### config.mk
export PLATFORM = sky130hd
export DESIGN_NAME = dds_phase_loader
export DESIGN_NICKNAME = d
export VERILOG_FILES = /design/src/rtl/dds_phase_loader.sv
export SDC_FILE = /design/constraint.sdc
export NUM_CORES = 1
export LEC_CHECK = 0
export ABC_AREA = 1
export BUFFER_PORTS_ARGS = -buffer_cell sky130_fd_sc_hd__buf_2
export CORE_ASPECT_RATIO = 1.5
export CORE_UTILIZATION = 53
export DETAILED_ROUTE_END_ITERATION = 8
export PLACE_DENSITY = 0.74
export SYNTH_ARGS = -nofsm -noshare
export SYNTH_HDL_FRONTEND = slang
export SYNTH_SLANG_ARGS = --single-unit
### constraint.sdc
create_clock -name Fg_clk -period 2.1 [get_ports Fg_clk]
set_clock_uncertainty 0.05 [all_clocks]
set_input_delay 0.21 -clock Fg_clk [delete_from_list [all_inputs] [get_ports Fg_clk]]
set_output_delay 0.21 -clock Fg_clk [all_outputs]
set_load 0.02 [all_outputs]
### src/rtl/dds_phase_loader.sv
// DDS phase loader: turns an encoder frequency index into a phase increment with a
// serial shift-add multiplier and swaps it into the accumulator at the phase wrap point.
module dds_phase_loader #(
   parameter int ADDR_W = 11,
   parameter int K_W    = 16,
   parameter int STEP_K = 1790,
   parameter int ACC_W  = 32,
   parameter int LUT_W  = 10
) (
   input  logic              Fg_clk,
   input  logic              Resetn,
   input  logic [ADDR_W-1:0] address,
   input  logic              FreqChng,
   output logic [LUT_W-1:0]  phase,
   output logic [ACC_W-1:0]  inc_cur,
   output logic              busy,
   output logic              upd
);

   localparam int P_W   = ADDR_W + K_W;
   localparam int CNT_W = $clog2(ADDR_W + 1);

   localparam logic [1:0] IDLE = 2'd0;
   localparam logic [1:0] MUL  = 2'd1;
   localparam logic [1:0] ARM  = 2'd2;

   logic [ACC_W-1:0]  phase_acc_r;
   logic [ACC_W-1:0]  inc_cur_r;
   logic [ACC_W-1:0]  inc_next_r;
   logic [1:0]        state_r;
   logic              busy_r;
   logic              upd_r;
   logic [ADDR_W-1:0] a_r;
   logic [P_W-1:0]    mcand_r;
   logic [P_W-1:0]    prod_r;
   logic [CNT_W-1:0]  cnt_r;

   logic [ACC_W:0]    sum_s;
   logic              wrap_s;
   logic [P_W-1:0]    prod_add_s;
   logic              last_s;
   logic              apply_s;
   logic              load_s;
   logic [1:0]        state_nx_s;

   assign sum_s      = {1'b0, phase_acc_r} + {1'b0, inc_cur_r};
   assign wrap_s     = sum_s[ACC_W];
   assign prod_add_s = a_r[0] ? (prod_r + mcand_r) : prod_r;
   assign last_s     = (cnt_r == CNT_W'(ADDR_W - 1));
   // A stopped accumulator never wraps, so a zero increment is replaced at once.
   assign apply_s    = (state_r == ARM) && (wrap_s || (inc_cur_r == {ACC_W{1'b0}}));

   // Next-state decode; a strobe in any state (re)starts the multiply.
   always_comb begin
      state_nx_s = state_r;
      load_s     = 1'b0;
      case (state_r)
         IDLE: begin
            if (FreqChng) begin
               state_nx_s = MUL;
               load_s     = 1'b1;
            end else begin
               state_nx_s = IDLE;
            end
         end
         MUL: begin
            if (FreqChng) begin
               state_nx_s = MUL;
               load_s     = 1'b1;
            end else if (last_s) begin
               state_nx_s = ARM;
            end else begin
               state_nx_s = MUL;
            end
         end
         ARM: begin
            if (FreqChng) begin
               state_nx_s = MUL;
               load_s     = 1'b1;
            end else if (apply_s) begin
               state_nx_s = IDLE;
            end else begin
               state_nx_s = ARM;
            end
         end
         default: begin
            state_nx_s = IDLE;
            load_s     = 1'b0;
         end
      endcase
   end

   // State, phase accumulator and output registers.
   always_ff @(posedge Fg_clk or negedge Resetn) begin
      if (!Resetn) begin
         state_r     <= IDLE;
         phase_acc_r <= {ACC_W{1'b0}};
         inc_cur_r   <= {ACC_W{1'b0}};
         busy_r      <= 1'b0;
         upd_r       <= 1'b0;
      end else begin
         state_r     <= state_nx_s;
         phase_acc_r <= sum_s[ACC_W-1:0];
         busy_r      <= (state_nx_s != IDLE);
         upd_r       <= apply_s;
         if (apply_s) begin
            inc_cur_r <= inc_next_r;
         end else begin
            inc_cur_r <= inc_cur_r;
         end
      end
   end

   // Serial shift-add multiplier: one multiplier bit per MUL cycle.
   always_ff @(posedge Fg_clk or negedge Resetn) begin
      if (!Resetn) begin
         a_r        <= {ADDR_W{1'b0}};
         mcand_r    <= {P_W{1'b0}};
         prod_r     <= {P_W{1'b0}};
         cnt_r      <= {CNT_W{1'b0}};
         inc_next_r <= {ACC_W{1'b0}};
      end else begin
         if (load_s) begin
            a_r     <= address;
            mcand_r <= P_W'(STEP_K);
            prod_r  <= {P_W{1'b0}};
            cnt_r   <= {CNT_W{1'b0}};
         end else if (state_r == MUL) begin
            a_r     <= a_r >> 1;
            mcand_r <= mcand_r << 1;
            prod_r  <= prod_add_s;
            cnt_r   <= cnt_r + CNT_W'(1);
         end else begin
            a_r     <= a_r;
            mcand_r <= mcand_r;
            prod_r  <= prod_r;
            cnt_r   <= cnt_r;
         end
         if ((state_r == MUL) && !FreqChng && last_s) begin
            inc_next_r <= ACC_W'(prod_add_s);
         end else begin
            inc_next_r <= inc_next_r;
         end
      end
   end

   assign phase   = phase_acc_r[ACC_W-1 -: LUT_W];
   assign inc_cur = inc_cur_r;
   assign busy    = busy_r;
   assign upd     = upd_r;

endmodule

# Word level (Yosys, flattened, before mapping)
# Cells that the tools add are included.
# word_totals
wordCells	43
input_bits	14
output_inout_bits	44
ff_bits	159
# classes
n_eq_ne	3
n_reduce_logical	10
n_addsub	3
mux	17
# op_table
op	count
$mux 27	5
$add 32x27->33	1
$logic_not 32->1	1
$add 27x27->27	1
$mux 11	2
$mux 2	4
$mux 4	2
$pmux 2 s3	1
$add 4x1->4 const B	1
$eq 4x4->1 const B	1
$reduce_bool 2->1	2
$logic_and 1x1->1	3
$mux 1	3
$reduce_or 3->1	1
$eq 2x1->1 const B	1
$eq 2x2->1 const B	1
$logic_not 2->1	1
$logic_not 1->1	1
$logic_or 1x1->1	1

# Logic depth before layout (Yosys ltp)
# depth
ltp_word	7
depth_mapped	14
depth_no_buf	14

# Worst setup path after synthesis
# No wires, ideal clock.
# synth_path
path_kind	reg-to-reg
startpoint	reg inc_cur_r[3], in the netlist inc_cur[3]
endpoint	reg inc_cur_r[17], in the netlist inc_cur[17]
stages_incl_launch_ff	14
n_path_buf	1
path_slack_ns	0.076
synth_period_minus_slack_ns	2.024
required_ns	1.933
t_arrival_ns	1.857
setup_ns	0.117
cell_sequence	dfrtp_1 -> ha_1 -> nand3_1 -> nand2_2 -> nand3_1 -> nand2_2 -> nand3_2 -> nand2_2 -> nand2_2 -> nand2_4 -> nand2_4 -> buf_6 -> nand2_1 -> nand2_1
# synth_via
elab_chain_cells	3
elab_cells_between_ends	4
classes_between	1 x add/sub; 3 x reduce/logical
# synth_rtl
element	line_no	rtl
from (decl)	28	logic [ACC_W-1:0] inc_cur_r;
from (signal assigned)	98	inc_cur_r <= {ACC_W{1'b0}};
from (signal assigned)	107	inc_cur_r <= inc_next_r;
from (signal assigned)	109	inc_cur_r <= inc_cur_r;
$add 32x27->33 / $logic_not 32->1 (equally long branches)	46, 51	
$logic_or 1x1->1 *	51	assign apply_s = (state_r == ARM) && (wrap_s || (inc_cur_r == {ACC_W{1'b0}}));
$logic_and 1x1->1 *	51	
# Mark *: on every way between the ends. The rest lies on a longest branch, timed or not.
# A chain may end at the register's enable or synchronous reset.

# Final worst setup path
# layout_path
startpoint	reg inc_cur_r[2], in the netlist inc_cur[2]
endpoint	reg inc_cur_r[19], in the netlist inc_cur[19]
# The elaborated chain is that of the path after synthesis.

==> results.md <==
* Status: complete, but fails checks
* Failing checks: setup timing
* Post-place setup slack at -154 ps
* Number of antenna violations at the first check in global routing at 0
* Async SR Flop Fraction at 100%
* Sequential share of power at 33.3%
* Vias per std cell at 5.49
* Port bufs at 51
* CTS tree: yes
* Cells after Synth at 1244
* Vias in the first global route at 8642
* Highest clock rate at 470 MHz
* CORE AREA at 17300 um^2
* Nets at 1472
* Most used cell along the critical path: nand2_1
* P_int at 0.00705 W
* EDFF count, synth at 0
* Die Area at 18200 um^2
* Clock Tree Buf Depth at 2
* TNS Setup at -71.5 ps
* Crit path arrival time at 2400 ps
* Routed vias at 8936
* H-tree Lvls at 4
* CP bufs+invs at 2
* Hold Path Class: input pin to flip-flop
* #FFs+latches synth at 154
* Highest routed metal layer: met4
* Endpoints failing hold at 0
* Final Cell Area at 12100 um^2
* Post-route ant nets at 0
* Switching share of power at 39.3%
* DR pass1 iterations at 5
* Tmin final at 2130 ps
* Clk pwr share at 25.9%
* Required time of the critical path at 2370 ps
* Max_slew headroom at 28.5%
* Syn. warnings at 0
* First-pass GRT wire length at 41300 um
* Total CTS buffers at 17
* WL met2 at 14900 um
* FP Rows at 59
* Syn avg cell area at 7.50 um^2
* Routability congestion estimate at 1.01
* Slew Limit Fails at 0
* Crit path max-delay family: simple AND/OR/NAND/NOR gates
* Die Ht at 165 um
* CP max-delay cell: dfrtp_1
* Most used DFF post-synth: dfrtp_1
* Worst Tran Pin Value at 1070 ps
* CP peak stage delay at 420 ps
* Largest net degree at the start of global routing at 72
* Ant diodes at 0
* Setup ws final at -27.3 ps
* Clock Latency Late Sink at 440 ps
* DIE WIDTH at 110 um
* Dpl hpwl at 19700 um
* Clock transition at the registers of the reported paths at 70 ps
* Met3 routed WL at 753 um
* CTS Root Cell: clkbuf_16
* Initial drt markers at 532
* Post-synthesis cell type count at 39
* Synthesis-to-finish area growth at 29.9%
* Comb pwr share at 40.8%
* GR Util All Layers at 30.2%
* Switch Pwr at 0.00457 W
* Placed cell area at 10500 um^2
* Fin crit share at 101%
* Mapped Area at 9340 um^2
* CP endpoint kind: flip-flop
* RSZ-0062 raised after global routing: true
* # IOs at 58
* M1 wire length at 10700 um
* Clock sink total at 154
* Largest fanout on the critical path at 8
* Layout cell share with drive strength beyond 1 at 26.6%
* Critical Path, Cell by Cell: buf_4, nor4_1, buf_4, nand4_1, nand2_1, nor2_4, nand2_8, nand2_4, nand2_1, nand2_1
* Final WL at 27900 um
* Startpoint types: flip-flop
* Max_cap viols at 0
* Final setup viols at 5
* Gr ovfl total at 0
* Fraction of the yosys area taken by sequential cells at 41.3%
* Routed WL per cell at 17.1 um
* Worst IR Drop VDD at 0.740 mV
* # DRC at 0
* Pwr dens at 958 nW/um^2
* Initial core utilization at 54.0%
* P_leak at 6.13 nW
* Min Hold Slack at 10.7 ps
* Crit Path Class: flip-flop to flip-flop
[power groups by stage]
stage	Clock [W]	Sequential [W]	Combinational, W
finish	0.00301	0.00387	0.00474
global route	0.00316	0.00392	0.00526
CTS	0.00306	0.00379	0.00414
detailed placement	0	0.00383	0.00406
global placement	0	0.00382	0.00397
floorplan	0	0.00373	0.00276
[worst register-to-register path: cells and delay by family (launching register included)]
kind / cells / cell delay [ps]
simple gates: 8 / 1200
buf+inv: 2 / 360
flops: 1 / 420
[what timing repair did]
item / in CTS / in global routing
hold endpoints to repair: 157 / 0
cloned: 0 / 5
hold buffers: 4 / 0
endpoints found under the setup margin: 49 / 83
pin swaps: 1 / 23
setup buffers: 1 / 8
gates resized for setup: 18 / 156
[cells by family after synthesis]
logic type	after synthesis	synth area share [%]
and+or+nand+nor	608	27.5
AOI/OAI and AO/OA	205	12.1
buffers and inverters	188	8.47
DFF	154	41.3
adders and majority gates	55	7.53
xor gates and xnor gates	33	3.10
other	1	0.0402
[metal layers]
layer / vias to the layer above / track usage [%]
met3: 94 / 4.26
met5: - / 0
met2: 209 / 55.7
met1: 4254 / 32.6
met4: 0 / 16.3
li1: 4379 / -
[cells in the final DEF, fill, tap and decap left out, types with 12 or more instances in the layout]
cell type and count:
a21oi_1 40, dfrtp_1 152, nand3_1 104, xnor2_1 12, a21oi_2 27, o21ai_0 65
inv_1 135, o22ai_1 24, buf_2 50, ha_1 14, nand4_1 16, nor2_2 15
nand2_2 33, buf_4 116, ha_4 31, nand2_1 324, nor2_1 69, xor2_1 21
clkbuf_16 19
[worst paths after layout]
kind	startpoint	endpoint	slack [ps]	cells after the start
worst min-delay path	address[4]	a_r[4]$_DFFE_PN0N_	10	3
max in group asynchronous	Resetn	mcand_r[17]$_DFFE_PN0N_	1190	3
worst max-delay path	inc_cur[2]$_DFFE_PN0P_	inc_cur[19]$_DFFE_PN0P_	-30	10
worst max register to register	inc_cur[2]$_DFFE_PN0P_	inc_cur[19]$_DFFE_PN0P_	-30	10
worst min register to register	inc_next_r[16]$_DFFE_PN0P_	inc_next_r[16]$_DFFE_PN0P_	430	2
min in group asynchronous	Resetn	phase_acc_r[6]$_DFF_PN0_	150	2
[per-stage QoR]
stage	util [%]	power [W]	std cells
detailed placement	61.0	0.00789	1579
finish	70.2	0.0116	1628
global route	70.2	0.0123	1628
CTS	65.1	0.0110	1615
global placement	61.0	0.00778	1579
floorplan	-	0.00649	1250
[area by class of cell]
class	count	area (um^2)
clock buffers	20	447
clock inverters	11	113
fillers	1328	5140
inverters	140	526
multi-input cells	911	5590
flip-flops and latches	154	3860
well taps	213	267
repair buffers	179	1340
[synth_stat cells (2+ instances only)]
master | count | share of area (%)
a21boi_0 | 2 | 0.16
a21o_1 | 8 | 0.64
a21oi_1 | 68 | 3.6
a22oi_1 | 9 | 0.72
buf_2 | 2 | 0.11
buf_4 | 18 | 1.4
buf_6 | 2 | 0.24
clkbuf_1 | 25 | 1.0
dfrtp_1 | 154 | 41
fa_1 | 2 | 0.43
ha_1 | 53 | 7.1
inv_1 | 136 | 5.5
inv_2 | 4 | 0.16
nand2_1 | 355 | 14
nand2_2 | 5 | 0.34
nand2_4 | 2 | 0.24
nand3_1 | 110 | 5.9
nand4_1 | 16 | 1.1
nor2_1 | 87 | 3.5
nor2_2 | 4 | 0.27
nor3_1 | 10 | 0.54
nor4_1 | 2 | 0.13
o211ai_1 | 2 | 0.16
o21a_1 | 2 | 0.16
o21ai_0 | 74 | 4.0
o21ai_1 | 9 | 0.48
o21bai_1 | 5 | 0.40
o22ai_1 | 25 | 1.7
or2_1 | 2 | 0.13
or2_2 | 11 | 0.74
xnor2_1 | 12 | 1.1
xor2_1 | 21 | 2.0
[sequential cells by signal (all words and copies together), names as in the netlist]
name,flops
a_r,11
busy,1
cnt_r,4
inc_cur,26
inc_next_r,26
mcand_r,26
phase_acc_r,31
prod_r,26
state_r,2
upd,1
(Power assumes the default switching activity.)
